==> src/rtl/fft_sdf_stage_pkg.sv <==
// Shared complex-word field layout and SDF stage state encodings.
package fft_sdf_stage_pkg;

  typedef enum logic [1:0] {
    FILL  = 2'd0,
    PAIR  = 2'd1,
    PUSH  = 2'd2,
    DRAIN = 2'd3
  } sdf_state_t;

  localparam int IMGN_LSB = 0;

  function automatic int cplx_width(input int data_w);
    return 2 * data_w;
  endfunction

  function automatic int real_msb(input int data_w);
    return 2 * data_w - 1;
  endfunction

  function automatic int real_lsb(input int data_w);
    return data_w;
  endfunction

  function automatic int imgn_msb(input int data_w);
    return data_w - 1;
  endfunction

endpackage

==> src/rtl/sdf_delay_line.sv <==
// DEPTH-entry delay line: shared read/write address, combinational read, no reset.
module sdf_delay_line #(
  parameter int DEPTH = 8,
  parameter int WIDTH = 32,
  localparam int ADDR_W = $clog2(DEPTH)
) (
  input  logic              clk_i,
  input  logic [ADDR_W-1:0] addr_i,
  input  logic              wr_en_i,
  input  logic [WIDTH-1:0]  wr_dat_i,
  output logic [WIDTH-1:0]  rd_dat_o
);

  logic [WIDTH-1:0] mem_q [DEPTH];

  always_ff @(posedge clk_i) begin
    if (wr_en_i) mem_q[addr_i] <= wr_dat_i;
  end

  assign rd_dat_o = mem_q[addr_i];

endmodule

==> src/rtl/fft_sdf_stage.sv <==
// Radix-2 SDF stage: registered output 1 clk after accept; in_ready drops only while draining.
// FFT_SDF_SCALE_EN: butterfly computed at DATA_W+1 bits then halved (floor).
module fft_sdf_stage
  import fft_sdf_stage_pkg::*;
#(
  parameter int DELAY  = 8,
  parameter int DATA_W = 16
) (
  input  logic                          clk,
  input  logic                          rst,
  input  logic                          in_valid,
  output logic                          in_ready,
  input  logic [cplx_width(DATA_W)-1:0] in_data,
  input  logic                          flush,
  output logic                          out_valid,
  output logic                          out_first,
  output logic [cplx_width(DATA_W)-1:0] out_data
);

  localparam int CPLX_W = cplx_width(DATA_W);
  localparam int RE_MSB = real_msb(DATA_W);
  localparam int RE_LSB = real_lsb(DATA_W);
  localparam int IM_MSB = imgn_msb(DATA_W);
  localparam int CNT_W  = $clog2(DELAY);

  sdf_state_t        state_q, state_d;
  logic [CNT_W-1:0]  cnt_q, cnt_d;
  logic              out_valid_q, out_valid_d;
  logic              out_first_q, out_first_d;
  logic [CPLX_W-1:0] out_data_q, out_data_d;

  logic              accept, advance, cnt_last, cnt_zero;
  logic              wr_en;
  logic [CPLX_W-1:0] wr_dat, rd_dat, bf_sum, bf_dif;

  function automatic logic [DATA_W-1:0] bfly(input logic [DATA_W-1:0] a,
                                             input logic [DATA_W-1:0] b,
                                             input logic              sub);
`ifdef FFT_SDF_SCALE_EN
    logic signed [DATA_W:0] w;
    w = sub ? ($signed({a[DATA_W-1], a}) - $signed({b[DATA_W-1], b}))
            : ($signed({a[DATA_W-1], a}) + $signed({b[DATA_W-1], b}));
    return DATA_W'(w >>> 1);
`else
    return sub ? (a - b) : (a + b);
`endif
  endfunction

  assign in_ready = (state_q != DRAIN);
  assign accept   = in_valid && (state_q != DRAIN);
  assign advance  = accept || (state_q == DRAIN);
  assign cnt_last = (cnt_q == CNT_W'(DELAY - 1));
  assign cnt_zero = (cnt_q == '0);

  assign bf_sum = {bfly(rd_dat[RE_MSB:RE_LSB], in_data[RE_MSB:RE_LSB], 1'b0),
                   bfly(rd_dat[IM_MSB:IMGN_LSB], in_data[IM_MSB:IMGN_LSB], 1'b0)};
  assign bf_dif = {bfly(rd_dat[RE_MSB:RE_LSB], in_data[RE_MSB:RE_LSB], 1'b1),
                   bfly(rd_dat[IM_MSB:IMGN_LSB], in_data[IM_MSB:IMGN_LSB], 1'b1)};

  sdf_delay_line #(
    .DEPTH (DELAY),
    .WIDTH (CPLX_W)
  ) u_delay_line (
    .clk_i    (clk),
    .addr_i   (cnt_q),
    .wr_en_i  (wr_en),
    .wr_dat_i (wr_dat),
    .rd_dat_o (rd_dat)
  );

  always_ff @(posedge clk or posedge rst) begin
    if (rst) begin
      state_q     <= FILL;
      cnt_q       <= '0;
      out_valid_q <= 1'b0;
      out_first_q <= 1'b0;
      out_data_q  <= '0;
    end else begin
      state_q     <= state_d;
      cnt_q       <= cnt_d;
      out_valid_q <= out_valid_d;
      out_first_q <= out_first_d;
      out_data_q  <= out_data_d;
    end
  end

  // Drain may only start at a block boundary, and a valid input always wins over flush.
  always_comb begin
    state_d = state_q;
    cnt_d   = advance ? cnt_q + CNT_W'(1) : cnt_q;
    case (state_q)
      FILL:  if (accept && cnt_last) state_d = PAIR;
      PAIR:  if (accept && cnt_last) state_d = PUSH;
      PUSH: begin
        if (accept && cnt_last)                 state_d = PAIR;
        else if (!in_valid && flush && cnt_zero) state_d = DRAIN;
      end
      DRAIN: if (cnt_last) state_d = FILL;
      default: state_d = FILL;
    endcase
  end

  always_comb begin
    out_valid_d = 1'b0;
    out_first_d = 1'b0;
    out_data_d  = out_data_q;
    wr_en       = 1'b0;
    wr_dat      = in_data;
    case (state_q)
      FILL: wr_en = accept;
      PAIR: begin
        wr_en  = accept;
        wr_dat = bf_dif;
        if (accept) begin
          out_valid_d = 1'b1;
          out_first_d = cnt_zero;
          out_data_d  = bf_sum;
        end
      end
      PUSH: begin
        wr_en = accept;
        if (accept) begin
          out_valid_d = 1'b1;
          out_data_d  = rd_dat;
        end
      end
      DRAIN: begin
        wr_en       = 1'b1;
        wr_dat      = '0;
        out_valid_d = 1'b1;
        out_data_d  = rd_dat;
      end
      default: ;
    endcase
  end

  assign out_valid = out_valid_q;
  assign out_first = out_first_q;
  assign out_data  = out_data_q;

endmodule

==> config.mk <==
export PLATFORM = sky130hd
export DESIGN_NAME = fft_sdf_stage
export DESIGN_NICKNAME = d
export VERILOG_FILES = /design/src/rtl/fft_sdf_stage_pkg.sv /design/src/rtl/sdf_delay_line.sv /design/src/rtl/fft_sdf_stage.sv
export SDC_FILE = /design/constraint.sdc
export NUM_CORES = 1
export LEC_CHECK = 0
export CELL_PAD_IN_SITES_DETAIL_PLACEMENT = 0
export CELL_PAD_IN_SITES_GLOBAL_PLACEMENT = 1
export CORE_MARGIN = 2
export CORE_UTILIZATION = 50
export CTS_CLUSTER_SIZE = 14
export DETAILED_ROUTE_END_ITERATION = 16
export PLACE_DENSITY_LB_ADDON = 0.1
export SLEW_MARGIN = 20
export SYNTH_ARGS = -nofsm -noshare
export SYNTH_HDL_FRONTEND = slang
export SYNTH_SLANG_ARGS = --single-unit
==> constraint.sdc <==
create_clock -name clk -period 5.23 [get_ports clk]
set_clock_uncertainty 0.15 [all_clocks]
set_input_delay 1.046 -clock clk [delete_from_list [all_inputs] [get_ports clk]]
set_output_delay 1.046 -clock clk [all_outputs]
set_load 0.02 [all_outputs]
* Yosys cells after proc, flatten, opt, wreduce, memory -nomap -nowiden
Memory sizes are Yosys's and may differ from the RTL's. Cells that the tools add are included.
Word-level totals: register bits after elaboration 39, bits in writable memories 256, input bits 36, output and inout port bits 35, logic and storage cells 52, memories 1
Memory list:
- u_delay_line.mem_q | depth 8, width 32, read ports 1, clocked after Yosys merged registers in 0, wr ports 1, RTL line sdf_delay_line.sv:14 | logic [WIDTH-1:0] mem_q [DEPTH];
Operators by class: add/sub/neg operators 5, equality and inequality tests 11, muxes and demuxes 17, reduce and logical (&&, ||, !) cells 13
Operators with widths (number):
- $pmux W32 S3 | 1
- $mux W32 | 2
- $pmux W32 S2 | 1
- $add A16 B16 Y16 | 2
- $sub A16 B16 Y16 | 2
- $ne A2 B2 Y1 const B | 6
- $mux W2 | 5
- $pmux W2 S4 | 1
- $mux W1 | 5
- $eq A2 B2 Y1 const B | 2
- $logic_and A1 B1 Y1 | 4
- $pmux W1 S2 | 2
- $reduce_and A4 Y1 | 1
- $add A3 B1 Y3 const B | 1
- $eq A3 B3 Y1 const B | 1
- $logic_not A3 Y1 | 1
- $ne A3 B3 Y1 const B | 1
- $reduce_and A3 Y1 | 1
- $reduce_bool A3 Y1 | 1
- $reduce_or A3 Y1 | 1
- $eq A2 B1 Y1 const B | 1
- $logic_not A2 Y1 | 1
- $reduce_or A2 Y1 | 1
- $logic_not A1 Y1 | 1
- $logic_or A1 B1 Y1 | 1

* Longest topological paths before layout
Gate-level depths: netlist of run 1.
depth after elaboration 6, mapped depth 15, depth with buffers taken out 13

* Modules after synthesis
Synthesis of run 1 repeated with hierarchy kept, for this count alone.
Unflattened totals: cell total of the unflattened synthesis 1124, area, all modules 15060.7 µm²
Modules (own cells, without submodules):
- sdf_delay_line | instances 1, cells an instance 421, area an instance 9859.5 µm², sequential area each 7687.4 µm²
- fft_sdf_stage | instances 1, cells an instance 703, area an instance 5201.2 µm², sequential area each 975.9 µm²

* Worst setup path after synthesis of run 1
OpenSTA, ideal clock, no wires.
path type register -> register, from register cnt_q[0], to memory u_delay_line.mem_q[0][30] (data pin), setup time 0.265 ns, arrival time 4.009 ns, data required time 4.815 ns, path slack 0.806 ns, stages on the path, launching flop included 15, buffers on the path 4, clock period less this slack 4.424 ns, cells stage by stage dfrtp_1 buf_2 buf_4 buf_2 mux4_2 mux2_2 ha_1 buf_2 nand3b_1 a31oi_1 or4_1 a221o_2 a221oi_2 xor2_1 o21ai_0
Between the ends: word-level cells in the longest chain between the ends 3
RTL lines:
- start, declared | RTL line fft_sdf_stage.sv:27 | logic [CNT_W-1:0] cnt_q, cnt_d;
- start signal, assigned | RTL line fft_sdf_stage.sv:80 | cnt_q <= cnt_d;
- $mem_v2 Z8 W32
- $sub A16 B16 Y16 | RTL line fft_sdf_stage.sv:45 | return sub ? (a - b) : (a + b);
- $pmux W32 S2 | RTL line fft_sdf_stage.sv:109 | case (state_q)
- named net u_delay_line.wr_dat_i[30] | RTL line sdf_delay_line.sv:10 | input logic [WIDTH-1:0] wr_dat_i,
- end, declared | RTL line sdf_delay_line.sv:14
The timed path passes the listed nets, and every way through them passes these cells.

* Final worst setup path of run 1
from register cnt_q[0], to memory u_delay_line.mem_q[1][15] (data pin)
Same word-level chain as after synthesis.

==> impl_metrics.yaml, run 1 <==
run_status:
  status: "finished clean"
synth:
  synth.yosys.seq_area_share_pct: 57.7
  syn_area_per_cell_um2: 13.5
  ys.flop_type: "edfxtp_1"
  synth_edf_count: 256
  syn_nets: 1226
  netlist_area_um2: 15000
  yosysWarningCount: 0
  syn_inst: 1111
  synth_async_sr_flop_share_pct: 13.2
  ys_ff_latch: 295
  synth_cell_types: 74
floorplan:
  rows: 63
  dieArea_um2: 31400
  dieHeight_um: 177
  start_util_pct: 50.7
  io_pins: 71
  coreArea_um2: 29600
  fp.dieW_um: 177
timing:
  tightest_slew_ns: 1.14
  setup-violations-final: 0
  slew_headroom_pct: 23.3
  setup_tns_ns: 0
  slew_violations: 0
  fin_crit_ns: 4.80
  fmax_mhz: 209
  rsz0062_at_grt: "false"
  hold-worst-slack_ns: 0.326
  period_share_pct: 91.7
  hold_viol: 0
worst_setup_path:
  startpoint: "cnt_q[0]"
  worstPathArrival_ns: 4.88
  worst_setup_path_end_kind: "register"
  max_stage_delay_ns: 0.75
  cpMaxStageDelayCell: "dfrtp_4"
  worst_path_dominant_cell_family: "compound AO/OA/AOI/OAI gates"
  start_kind: "register"
  cp_common_cell: "o21ai_0"
  endpoint: "u_delay_line.mem_q[1][15]"
  worstSetupPathType: "reg2reg"
  rrSetupSlack_ns: 0.43
  cp.depth: 12
  worstPathMaxFanout: 25
  cp_cell_sequence: "buf_4, mux4_2, mux2_2, ha_1, o21ai_0, a21oi_1, o31a_1, o41ai_1, buf_4, o21ai_0, xnor2_1, o21ai_0"
  r2r.worst_path.cells: 12
  crit_buf_inv: 2
  r2r-end: "u_delay_line.mem_q[1][15]"
  cp_data_required_time_ns: 5.31
  r2r-start: "cnt_q[0]"
global_routing:
  grt_antenna_before_repair: 0
  grt_pass1_vias: 9150
  globalRouteOverflowTotal: 0
  grt_pass1_wl_um: 56600
  grt_max_degree: 43
  grtUsageTotal_pct: 24.3
final_layout:
  syn_to_final_growth_pct: 16.2
  stdcell_count: 1610
  fillers: 2367
  nets: 1309
  drive_above_1_share_pct: 17.8
  final_cell_mix: "edfxtp_1, nand2_1, o21ai_0, ha_1, clkdlybuf4s50_1"
  mostFrequentLayoutCell: "edfxtp_1"
clocking:
  cts_made_buffers: 30
  ctsHoldBuffers: 0
  cts_tree: "built"
  insertion_delay_ns: 0.56
  cts.clk_slew.worst_paths_ns: 0.06
  htree_levels: 1
  ctsResizeCount: 0
  cts_sinks: 295
  cts.path.max_buffers: 3
  cts_root_buf: "clkbuf_16"
  post_cts_buffers: 0
routing:
  drc: 0
  wl_um: 37900
  num_vias: 9480
  antenna_left: 0
  firstDrtPassIters: 5
  vias_per_cell: 5.89
  wl_per_cell_um: 23.6
  drt_iter0_drc: 784
hold_path:
  worstHoldPathType: "reg2reg"
  hold_start: "out_data[2]"
place:
  dp_cells: 1552
  port_buffers: 70
  dp_hpwl_um: 25100
  gp_congestion: 0.812
flow_run:
  drv_cap: 0
[metrics by stage]
stage | instance area, µm² | setup WS (ns) | utilization [%]
6_report | 17500 | 0.435 | 58.9
5_1_grt | 17500 | 0.00821 | 58.9
4_1_cts | 17400 | 0.419 | 58.8
3_5_place_dp | 16300 | 0.527 | 55.1
3_3_place_gp | 16300 | 0.524 | 55.0
2_1_floorplan | 15000 | 0.806 | -
[flip-flops by register name, summed over array words and instances, names as in the netlist]
| register | flops |
|---|---|
| u_delay_line.mem_q | 256 |
| out_data | 32 |
| cnt_q | 3 |
| state_q | 2 |
| out_first | 1 |
| out_valid | 1 |
[kinds of logic (layout without fill, tap and decap cells)]
logic type | Yosys count | in the layout | synth area share [%]
other cells | 0 | 2 | 0
flops | 295 | 295 | 57.7
simple gates | 255 | 255 | 7.91
fa+ha+maj | 79 | 79 | 6.78
compound gates | 219 | 219 | 9.47
buf+inv | 119 | 226 | 3.32
xor+xnor | 43 | 43 | 2.51
mux | 101 | 101 | 12.3
[cell type report]
class	instances	area, µm²	share of cell area (%)
Clock buffer	34	797	4.57
Clock inverter	22	315	1.81
Timing Repair Buffer	106	996	5.71
Multi-Input combinational cell	697	5940	34.1
Antenna cell	2	5.00	0.0287
Tap cell	390	488	2.80
Sequential cell	295	8670	49.7
Inverter	64	241	1.38
[worst min-delay path by stage]
stage                         endpoint  slack (ns)  cells after the start
after floorplan             state_q[1]        0.36                      1
after global placement     out_data[4]        0.31                      2
after detailed placement   out_data[2]        0.32                      2
after CTS                  out_data[2]        0.34                      2
after global routing      out_data[11]        0.36                      2
final                      out_data[2]        0.33                      2
[routing by layer]
| layer | track usage (%) | part of all wire [%] | routed length (µm) | vias to the layer above |
|---|---|---|---|---|
| li1 | - | - | - | 4353 |
| met1 | 37.9 | 48 | 18100 | 4800 |
| met2 | 37.7 | 45 | 17300 | 295 |
| met3 | 2.49 | 5.6 | 2140 | 32 |
| met4 | 4.44 | 1.1 | 425 | 0 |
| met5 | 0 | 0 | 0 | - |
[worst register-to-register path: cells and delay by family, from the launching register on]
kind                       cells  cell delay [ns]
xor gates and xnor gates       1             0.16
adders and majority gates      1             0.39
AOI/OAI and AO/OA              6             1.76
DFF                            1             0.75
muxes                          2             0.80
buffers and inverters          2             0.45
[cell usage after synthesis, types with 16 or more instances]
cell | number | area [µm²]
a21oi_1 | 44 | 220
clkbuf_1 | 33 | 124
dfrtp_1 | 39 | 976
edfxtp_1 | 256 | 7690
ha_1 | 75 | 938
inv_1 | 64 | 240
mux2_2 | 30 | 338
mux4_2 | 64 | 1440
nand2_1 | 87 | 327
nand2b_1 | 22 | 138
nor2_1 | 76 | 285
nor3_1 | 16 | 80.1
o21ai_0 | 76 | 380
xnor2_1 | 30 | 263
Power of run 1 is not shown: default switching activity piles up to over one toggle a cycle in this logic, so the estimate is an artifact.
==> run 2, diff against run 1 <==
CORE_ASPECT_RATIO = 1.4   (was default)
==> run 2 against run 1 <==
- cell area decreased by 0.14%
- count of clock-buffer cells in the layout increased by 6
- flip-flop and latch count unchanged
==> impl_metrics.yaml, run 2 (synthesized netlist as in run 1, its figures left out) <==
run_status:
  status: "finished clean"
clocking:
  insertion_delay_ns: 0.56
  cts_sinks: 295
  ctsHoldBuffers: 0
  ctsResizeCount: 0
  cts_tree: "built"
  cts_root_buf: "clkbuf_16"
  htree_levels: 1
  cts.clk_slew.worst_paths_ns: 0.06
  cts_made_buffers: 30
  post_cts_buffers: 0
  cts.path.max_buffers: 3
worst_setup_path:
  crit_buf_inv: 1
  start_kind: "register"
  cp_cell_sequence: "buf_12, mux4_2, mux2i_1, ha_1, fa_1, nand3b_1, a31oi_1, or4_1, a221o_2, o31ai_1, xor2_1, o21ai_0"
  worst_setup_path_end_kind: "register"
  worstSetupPathType: "reg2reg"
  max_stage_delay_ns: 0.64
  cpMaxStageDelayCell: "o21ai_0"
  cp_data_required_time_ns: 5.33
  worstPathArrival_ns: 4.86
  worstPathMaxFanout: 25
  worst_path_dominant_cell_family: "compound AO/OA/AOI/OAI gates"
final_layout:
  fillers: 2350
  final_cell_mix: "edfxtp_1, nand2_1, o21ai_0"
  multi_input_area_um2: 5930
  syn_to_final_growth_pct: 16.1
  nets: 1318
  drive_above_1_share_pct: 18.2
  largest_register_ffs: 256
  antennaDiodeCount: 0
  regArea_um2: 8670
  regMostFlops: "u_delay_line.mem_q"
  mostFrequentLayoutCell: "edfxtp_1"
timing:
  fin_crit_ns: 4.76
  period_share_pct: 91.1
  setup_tns_ns: 0
  hold_viol: 0
  rsz0062_at_grt: "false"
  setup-violations-final: 0
  slew_headroom_pct: 26.3
  fmax_mhz: 210
  slew_violations: 0
  tightest_slew_ns: 1.10
  worst_slack_ns: 0.468
floorplan:
  io_pins: 71
  dieHeight_um: 209
  start_util_pct: 50.5
  coreArea_um2: 29700
  dieArea_um2: 31500
  rows: 75
  fp.dieW_um: 150
place:
  dp_hpwl_um: 26000
  gp_congestion: 0.869
  port_buffers: 70
  pre_cts_slack_ns: 0.545
global_routing:
  grt_antenna_before_repair: 1
  globalRouteOverflowTotal: 0
  grtUsageTotal_pct: 23.6
  grt_max_degree: 40
  grt_pass1_wl_um: 55700
  grt_pass1_vias: 9362
routing:
  drt_iter0_drc: 705
  wl_um: 36500
  drc: 0
  vias_per_cell: 5.83
  num_vias: 9395
  firstDrtPassIters: 5
  wl_per_cell_um: 22.7
  antenna_left: 0
flow_run:
  drv_cap: 0
hold_path:
  worstHoldPathType: "reg2reg"
==> run 2: cell types whose count changed in the layout (fill, tap and decap cells not counted), moves of 3 or more <==
cell / previous run / this run
buf_4: 34 / 41
bufinv_16: 8 / 3
clkbuf_1: 2 / 5
clkbuf_8: 1 / 4
==> run 2: final cells by class <==
type / count / share of cell area [%]
clock inverter: 16 / 0.998
multi-input combinational: 697 / 34.0
timing repair buffer: 115 / 6.24
tap: 385 / 2.76
sequential: 295 / 49.7
inverter: 64 / 1.38
clock buffer: 40 / 4.87
==> run 2: layer usage <==
metal	GRT usage (%)	part of all wire [%]	vias to the layer above
met2	39.1	49	240
met1	34.1	45	4745
li1	-	-	4372
met4	5.20	1.6	0
met5	0	0	-
met3	2.42	5.2	38
==> run 2: through the flow <==
stage / instances / instance area (µm²) / hold slack [ns] / utilization, %
2_1_floorplan: 1111 / 15000 / 0.356 / -
3_3_place_gp: 1556 / 16400 / 0.302 / 55.1
3_5_place_dp: 1556 / 16400 / 0.311 / 55.1
4_1_cts: 1612 / 17400 / 0.327 / 58.6
5_1_grt: 1612 / 17400 / 0.356 / 58.6
6_report: 1612 / 17400 / 0.320 / 58.6
==> run 2: final timing paths <==
check                            start                   endpoint  slack (ns)  cells past startpoint
max in group asynchronous          rst                   cnt_q[0]        3.59                      3
min                        out_data[2]                out_data[2]        0.32                      2
max                           cnt_q[0]  u_delay_line.mem_q[4][28]        0.47                     12
max reg2reg                   cnt_q[0]  u_delay_line.mem_q[4][28]        0.47                     12
min in group asynchronous          rst                out_data[4]        0.53                      2
min reg2reg                out_data[2]                out_data[2]        0.32                      2
==> run 2: worst min-delay path: cells and delay by family (launching register included) <==
kind	cells	cell delay [ns]
flops	1	0.34
simple gates	2	0.10
Power of run 2 is left out for the same reason.
